### src/rtl/ctrl_pkg.sv
// ==========================================================================
// ctrl_pkg: shared state, opcode, ALU-code and mux encodings (rev 1.0)
// ==========================================================================
`default_nettype none

package ctrl_pkg;

  typedef enum logic [3:0] {
    S_IDLE     = 4'd0,
    S_FETCH    = 4'd1,
    S_DECODE   = 4'd2,
    S_MEMADR   = 4'd3,
    S_MEMREAD  = 4'd4,
    S_MEMWB    = 4'd5,
    S_MEMWRITE = 4'd6,
    S_EXECUTER = 4'd7,
    S_EXECUTEI = 4'd8,
    S_ALUWB    = 4'd9,
    S_BRANCH   = 4'd10,
    S_JAL      = 4'd11,
    S_TRAP     = 4'd12
  } state_t;

  localparam logic [2:0] ALU_ADD = 3'b000;
  localparam logic [2:0] ALU_SUB = 3'b001;
  localparam logic [2:0] ALU_AND = 3'b010;
  localparam logic [2:0] ALU_OR  = 3'b011;
  localparam logic [2:0] ALU_XOR = 3'b100;
  localparam logic [2:0] ALU_SLL = 3'b101;
  localparam logic [2:0] ALU_SRL = 3'b110;
  localparam logic [2:0] ALU_SLT = 3'b111;

  localparam logic [6:0] OP_LOAD   = 7'b0000011;
  localparam logic [6:0] OP_STORE  = 7'b0100011;
  localparam logic [6:0] OP_RTYPE  = 7'b0110011;
  localparam logic [6:0] OP_ITYPE  = 7'b0010011;
  localparam logic [6:0] OP_BRANCH = 7'b1100011;
  localparam logic [6:0] OP_JAL    = 7'b1101111;

  localparam logic [1:0] SRCA_PC    = 2'b00;
  localparam logic [1:0] SRCA_OLDPC = 2'b01;
  localparam logic [1:0] SRCA_RS1   = 2'b10;

  localparam logic [1:0] SRCB_RS2  = 2'b00;
  localparam logic [1:0] SRCB_IMM  = 2'b01;
  localparam logic [1:0] SRCB_FOUR = 2'b10;

  localparam logic [1:0] RES_ALUOUT    = 2'b00;
  localparam logic [1:0] RES_DATA      = 2'b01;
  localparam logic [1:0] RES_ALURESULT = 2'b10;

  localparam logic [1:0] IMM_I = 2'b00;
  localparam logic [1:0] IMM_S = 2'b01;
  localparam logic [1:0] IMM_B = 2'b10;
  localparam logic [1:0] IMM_J = 2'b11;

  function automatic logic [1:0] imm_src_of(input logic [6:0] op);
    case (op)
      OP_STORE:  return IMM_S;
      OP_BRANCH: return IMM_B;
      OP_JAL:    return IMM_J;
      default:   return IMM_I;
    endcase
  endfunction

endpackage

`default_nettype wire

### src/rtl/alu_func_decode.sv
// ==========================================================================
// alu_func_decode: (op, funct3, funct7b5) -> ALU code + legal flag (rev 1.0)
// ==========================================================================
`default_nettype none

module alu_func_decode
  import ctrl_pkg::*;
(
  input  logic [6:0] op,
  input  logic [2:0] funct3,
  input  logic       funct7b5,
  output logic [2:0] alu_control,
  output logic       legal
);

  always_comb begin
    alu_control = ALU_ADD;
    legal       = 1'b1;
    case (funct3)
      3'b000: alu_control = (op == OP_RTYPE && funct7b5) ? ALU_SUB : ALU_ADD;
      3'b111: alu_control = ALU_AND;
      3'b110: alu_control = ALU_OR;
      3'b100: alu_control = ALU_XOR;
      3'b001: alu_control = ALU_SLL;
      3'b010: alu_control = ALU_SLT;
      // sra/srai has no ALU support, only the logical shift is legal
      3'b101: begin
        alu_control = ALU_SRL;
        legal       = ~funct7b5;
      end
      default: legal = 1'b0;
    endcase
  end

endmodule

`default_nettype wire

### src/rtl/multicycle_ctrl_fsm.sv
// ==========================================================================
// multicycle_ctrl_fsm: RV32I multicycle main control FSM (rev 1.0)
// ==========================================================================
`default_nettype none

module multicycle_ctrl_fsm
  import ctrl_pkg::*;
#(
  parameter bit RESET_STATE_FETCH = 1'b1
) (
  input  logic       clk,
  input  logic       rst_n,
  input  logic       start,
  input  logic [6:0] op,
  input  logic [2:0] funct3,
  input  logic       funct7b5,
  input  logic       Zero_Flag,
  output logic       PCWrite,
  output logic       AdrSrc,
  output logic       MemWrite,
  output logic       IRWrite,
  output logic [1:0] ResultSrc,
  output logic [1:0] ALUSrcA,
  output logic [1:0] ALUSrcB,
  output logic [1:0] ImmSrc,
  output logic       RegWrite,
  output logic [2:0] ALU_Control,
  output logic       instr_retired,
  output logic       illegal_instr
);

  state_t     state;
  state_t     state_nxt;
  logic [2:0] func_alu;
  logic       func_legal;

  alu_func_decode u_func_decode (
    .op          (op),
    .funct3      (funct3),
    .funct7b5    (funct7b5),
    .alu_control (func_alu),
    .legal       (func_legal)
  );

  always_ff @(posedge clk) begin
    if (!rst_n) begin
      state         <= RESET_STATE_FETCH ? S_FETCH : S_IDLE;
      illegal_instr <= 1'b0;
    end else begin
      state <= state_nxt;
      if (state_nxt == S_TRAP) illegal_instr <= 1'b1;
    end
  end

  assign ImmSrc = imm_src_of(op);

  always_comb begin
    state_nxt     = state;
    PCWrite       = 1'b0;
    AdrSrc        = 1'b0;
    MemWrite      = 1'b0;
    IRWrite       = 1'b0;
    ResultSrc     = RES_ALUOUT;
    ALUSrcA       = SRCA_PC;
    ALUSrcB       = SRCB_RS2;
    RegWrite      = 1'b0;
    ALU_Control   = ALU_ADD;
    instr_retired = 1'b0;
    case (state)
      S_IDLE: if (start) state_nxt = S_FETCH;
      S_FETCH: begin
        IRWrite   = 1'b1;
        PCWrite   = 1'b1;
        ALUSrcB   = SRCB_FOUR;
        ResultSrc = RES_ALURESULT;
        state_nxt = S_DECODE;
      end
      S_DECODE: begin
        ALUSrcA = SRCA_OLDPC;
        ALUSrcB = SRCB_IMM;
        case (op)
          OP_LOAD, OP_STORE: state_nxt = S_MEMADR;
          OP_RTYPE:          state_nxt = S_EXECUTER;
          OP_ITYPE:          state_nxt = S_EXECUTEI;
          // only beq/bne have a matching PCWrite condition
          OP_BRANCH:         state_nxt = (funct3[2:1] == 2'b00) ? S_BRANCH : S_TRAP;
          OP_JAL:            state_nxt = S_JAL;
          default:           state_nxt = S_TRAP;
        endcase
      end
      S_MEMADR: begin
        ALUSrcA   = SRCA_RS1;
        ALUSrcB   = SRCB_IMM;
        state_nxt = (op == OP_STORE) ? S_MEMWRITE : S_MEMREAD;
      end
      S_MEMREAD: begin
        AdrSrc    = 1'b1;
        state_nxt = S_MEMWB;
      end
      S_MEMWB: begin
        ResultSrc     = RES_DATA;
        RegWrite      = 1'b1;
        instr_retired = 1'b1;
        state_nxt     = S_FETCH;
      end
      S_MEMWRITE: begin
        AdrSrc        = 1'b1;
        MemWrite      = 1'b1;
        instr_retired = 1'b1;
        state_nxt     = S_FETCH;
      end
      S_EXECUTER, S_EXECUTEI: begin
        ALUSrcA     = SRCA_RS1;
        ALUSrcB     = (state == S_EXECUTEI) ? SRCB_IMM : SRCB_RS2;
        ALU_Control = func_alu;
        state_nxt   = func_legal ? S_ALUWB : S_TRAP;
      end
      S_ALUWB: begin
        RegWrite      = 1'b1;
        instr_retired = 1'b1;
        state_nxt     = S_FETCH;
      end
      S_BRANCH: begin
        ALUSrcA       = SRCA_RS1;
        ALU_Control   = ALU_SUB;
        PCWrite       = Zero_Flag ^ funct3[0];
        instr_retired = 1'b1;
        state_nxt     = S_FETCH;
      end
      S_JAL: begin
        ALUSrcA   = SRCA_OLDPC;
        ALUSrcB   = SRCB_FOUR;
        PCWrite   = 1'b1;
        state_nxt = S_ALUWB;
      end
      S_TRAP:  state_nxt = S_TRAP;
      default: state_nxt = S_TRAP;
    endcase
  end

endmodule

`default_nettype wire

### config.mk
export PLATFORM = sky130hd
export DESIGN_NAME = multicycle_ctrl_fsm
export DESIGN_NICKNAME = d
export VERILOG_FILES = /design/src/rtl/ctrl_pkg.sv /design/src/rtl/alu_func_decode.sv /design/src/rtl/multicycle_ctrl_fsm.sv
export SDC_FILE = /design/constraint.sdc
export NUM_CORES = 1
export LEC_CHECK = 0
export CORE_AREA = 10 10 47 49
export CTS_CLUSTER_SIZE = 40
export DETAILED_ROUTE_END_ITERATION = 10
export DIE_AREA = 0 0 57 59
export DONT_BUFFER_PORTS = 1
export HOLD_SLACK_MARGIN = 0.15
export PLACE_DENSITY = 0.76
export SETUP_SLACK_MARGIN = 0.1
export SYNTH_ARGS = -nofsm -noshare
export SYNTH_HDL_FRONTEND = slang
export SYNTH_SLANG_ARGS = --single-unit
export TNS_END_PERCENT = 20
### constraint.sdc
create_clock -name clk -period 4.84 [get_ports clk]
set_input_delay 1.21 -clock clk [delete_from_list [all_inputs] [get_ports clk]]
set_output_delay 1.21 -clock clk [all_outputs]
set_load 0.01 [all_outputs]
After elaboration in Yosys (flattened, before gate mapping)
Index checks and enable logic that the tools add are counted.
W data, S select, Z words.
{"block": "classes", "eq_ne": 24, "mux": 21, "n_bitwise": 2, "n_reduce_logical": 14}
{"cell": "$pmux W4 S8", "count": 1}
{"cell": "$pmux W3 S7", "count": 1}
{"cell": "$eq A4 B4 Y1 const B", "count": 5}
{"cell": "$pmux W4 S5", "count": 1}
{"cell": "$eq A4 B3 Y1 const B", "count": 4}
{"cell": "$eq A7 B6 Y1 const B", "count": 2}
{"cell": "$eq A7 B7 Y1 const B", "count": 2}
{"cell": "$reduce_or A2 Y1", "count": 7}
{"cell": "$eq A3 B3 Y1 const B", "count": 4}
{"cell": "$pmux W2 S3", "count": 2}
{"cell": "$eq A4 B2 Y1 const B", "count": 2}
{"cell": "$pmux W2 S2", "count": 2}
{"cell": "$reduce_or A4 Y1", "count": 2}
{"cell": "$eq A7 B2 Y1 const B", "count": 1}
{"cell": "$eq A7 B5 Y1 const B", "count": 1}
{"cell": "$mux W1", "count": 7}
{"cell": "$mux W3", "count": 2}
{"cell": "$pmux W3 S2", "count": 1}
{"cell": "$reduce_or A6 Y1", "count": 1}
{"cell": "$eq A4 B1 Y1 const B", "count": 1}
{"cell": "$logic_not A4 Y1", "count": 1}
{"cell": "$mux W4", "count": 1}
{"cell": "$pmux W1 S2", "count": 2}
{"cell": "$eq A3 B1 Y1 const B", "count": 1}
{"cell": "7 further kinds", "count": 7}
{"block": "word_totals", "register_bits": 5, "inputBits": 15, "output_inout_bits": 18, "wordCells": 63}

Logic depth before layout (Yosys ltp)
{"block": "depth", "ltp_word": 6, "ltp_mapped": 6, "ltp_nobuf": 5}

Modules after synthesis
A second synthesis with hierarchy kept.
{"block": "unflattened", "cells_unflattened": 105, "area_unflattened_um2": 726.9}
{"mod": "multicycle_ctrl_fsm", "n_inst": 1, "cells_each": 93, "area_per_inst_um2": 643.1, "seq_area_each_um2": 100.1}
{"mod": "alu_func_decode", "n_inst": 1, "cells_each": 12, "area_per_inst_um2": 83.8, "seq_area_each_um2": 0.0}

Worst setup path before layout
No wires, ideal clock.
{"block": "synth_timing", "path_type": "input -> output", "from": "input port op[3]", "to": "output port ALU_Control[0]", "arrival_ns": 2.168, "setup_slack_ns": 1.462, "stages": 5, "path_buffers": 0, "path_cell_list": "nor4bb_2 > a41o_1 > a21boi_1 > a211o_1 > o21ai_0"}
{"block": "synth_via", "elab_chain_len": 5}
{"item": "start: declaration", "line": "multicycle_ctrl_fsm.sv:14", "text": "input logic [6:0] op,"}
{"item": "$eq A7 B6 Y1", "line": "alu_func_decode.sv:20", "text": "3'b000: alu_control = (op == OP_RTYPE && funct7b5) ? ALU_SUB : ALU_ADD;"}
{"item": "$logic_and A1 B1 Y1", "line": "alu_func_decode.sv:20"}
{"item": "$mux W1", "line": "alu_func_decode.sv:20"}
{"item": "$pmux W3 S7", "line": "alu_func_decode.sv:19", "text": "case (funct3)"}
{"item": "$pmux W3 S2", "line": "multicycle_ctrl_fsm.sv:69", "text": "case (state)"}
{"item": "end: declaration", "line": "multicycle_ctrl_fsm.sv:27", "text": "output logic [2:0] ALU_Control,"}
No other way between the ends.

Worst setup path after layout
Same ends and word-level chain as after synthesis.

==> out/metrics.cfg <==
[worst_setup_path]
cp_max_fo=5
required_ps=3630
critical_path_class=input port to output pin
cp-start-kind=input port
crit_arrival_ps=2310
end_kind=output pin

[status]
outcome=complete, no violations

[global_route]
grt_first_pass_wirelength_um=3120
grt_use_total_pct=10.7
grt_pass1_vias=694
gr-total-overflow=0
grt_start_max_net_pins=18
antenna_found_initial=0

[die]
coreArea_um2=1400
num_rows=14
pin_count=33
start_util_pct=53.6
design.die.area_um2=3360
die_w_um=57
dieHeight_um=59

[yosys]
avgSynthCellArea_um2=7.29
synth_compound_area_share_pct=32.2
ys_async_sr_fraction_pct=0
synth_top_family_by_area=simple AND/OR/NAND/NOR gates
synth.area.mux_share_pct=2.67
synthesis.nets=118
synth_cell_type_count=45
synth_fa_ha_area_share_pct=0
synthXorXnorAreaFrac_pct=5.83
synthSimpleGateAreaFrac_pct=39.2
synthesis.area_um2=751
synth_edf_count=0
yosysMostFrequentCell=nand2_1
ys_seq_area_share_pct=13.3
netlist_top_cells_area=dfxtp_1 (13%), nand2_1 (5.5%), nor3_1 (5.3%), nor2_1 (5.0%), xor2_1 (4.7%)
synth_common_cells=nand2_1 (11), nor2_1 (10), nor3_1 (8), a21oi_1 (6)
synthCells=103
synth_warnings=0
yosysTopAreaCell=dfxtp_1
ys.flop_type=dfxtp_1
yosysTopAreaCellShare_pct=13.3
synth-seq-cells=5

[timing]
finalHoldViolCount=0
worst_slew_pin_slew_ps=669
whs_ps=749
max_freq_mhz=284
setup_tns_ps=0
slew_headroom_pct=55.1
min_period_ps=3520
grt_setup_unrepaired=false
period_share_pct=72.7
slew_viol_final=0
setup_violations=0
finClkSkew_ps=2.55

[place]
dp_hpwl_um=1510
place_congestion=0.785
numPortBuffers=0

[flow_run]
maxCapViolations=0

[finish]
area_growth_syn_to_layout_pct=0.333
diodes=0
drive_above_1_share_pct=15.8
nets=117

[clock_network]
root_buffer=clkbuf_4
clock-sinks=5
clk_latency_ps=240
clk_pin_slew_ps=50
cts_max_level=1
holdBufCountCts=0
post_cts_buffers=0
cts_resized=0
cts_buffers=3
cts_tree=done
cts.path.max_buffers=2

[pwr]
p_comb_share_pct=57.7
p_sw_share_pct=55.7
switchingPower_w=0.000228
power_density_nw_per_um2=544
p_int_w=0.000181
seqPwrFrac_pct=30.5
vdd_drop_max_uv=138
leakagePower_nw=0.272
pwr-share-clk_pct=11.7

[detailed_routing]
first_iter_violations=3
via_count=739
avgRoutedWirePerCell_um=15.9
dr.pass1.iters=4
post-route-drc-count=0
drt-total-wl_um=1870
ant_nets=0
via_per_inst=6.32

[worst_hold_path]
min_path_type=flip-flop to flip-flop

state kept, by name, summed over array words and instances (netlist names):
register	flops
state	4
illegal_instr	1
kinds of logic (layout without fill, tap and decap cells):
logic type	count (synthesis)	in the layout
simple gates	51	51
flops	5	5
compound gates	32	32
mux	2	2
xor+xnor	5	5
buf+inv	8	6
stage by stage:
step                      instances  instance area, um2  util, %  power [W]  worst slack [ps]
after floorplan                 103                 751        -   0.000350              1460
after global placement          113                 727     51.9   0.000356              1340
after detailed placement        113                 727     51.9   0.000363              1310
after CTS                       117                 753     53.8   0.000412              1310
after global routing            117                 753     53.8   0.000452              1210
final                           117                 753     53.8   0.000410              1320
final timing paths:
path                    endpoint  slack, ps  depth (start not counted)  startpoint
setup / recovery  ALU_Control[0]       1320                          5       op[3]
hold / removal          state[1]        750                          2    state[1]
setup reg to reg   illegal_instr       3190                          5    state[1]
hold reg to reg         state[1]        750                          2    state[1]
final cells by class:
type                    count  area (um2)
flip-flops and latches      5         100
well taps                  16        20.0
clock buffers               4        26.3
fillers                   156         648
inverters                   2        7.51
multi-input cells          90         599
power by group through the flow:
stage	logic, W	registers, W	clock network [W]
after floorplan	0.000277	0.0000731	0
after global placement	0.000233	0.000123	0
after detailed placement	0.000239	0.000124	0
after CTS	0.000239	0.000124	0.0000490
after global routing	0.000268	0.000133	0.0000505
final	0.000236	0.000125	0.0000480
worst max-delay path, cell delays in order:
cell and delay, ps:
nor4bb_2 330, a41o_1 220, a21boi_1 90, a211o_1 290, o21ai_0 170
metal layers:
metal	GRT usage [%]	part of all wire, %	up-vias
met2	17.2	46	21
met1	12.4	41	338
li1	-	-	380
met4	3.02	0	0
met3	5.15	13	0
met5	0	0	-
cell usage in the layout (no fill, tap or decap), drive strengths merged, types with 2 or more instances in the layout:
cell / instances
xor2: 4
nand2b: 4
a21oi: 7
clkbuf: 4
inv: 2
nor3: 8
nor2: 10
nand3: 3
or3: 3
o21ai: 7
mux2i: 2
dfxtp: 5
and2: 3
nand2: 11
a22oi: 2
nor2b: 3
a21boi: 2
o21bai: 2
a221oi: 2
a211oi: 2
(Power assumes the default switching activity.)
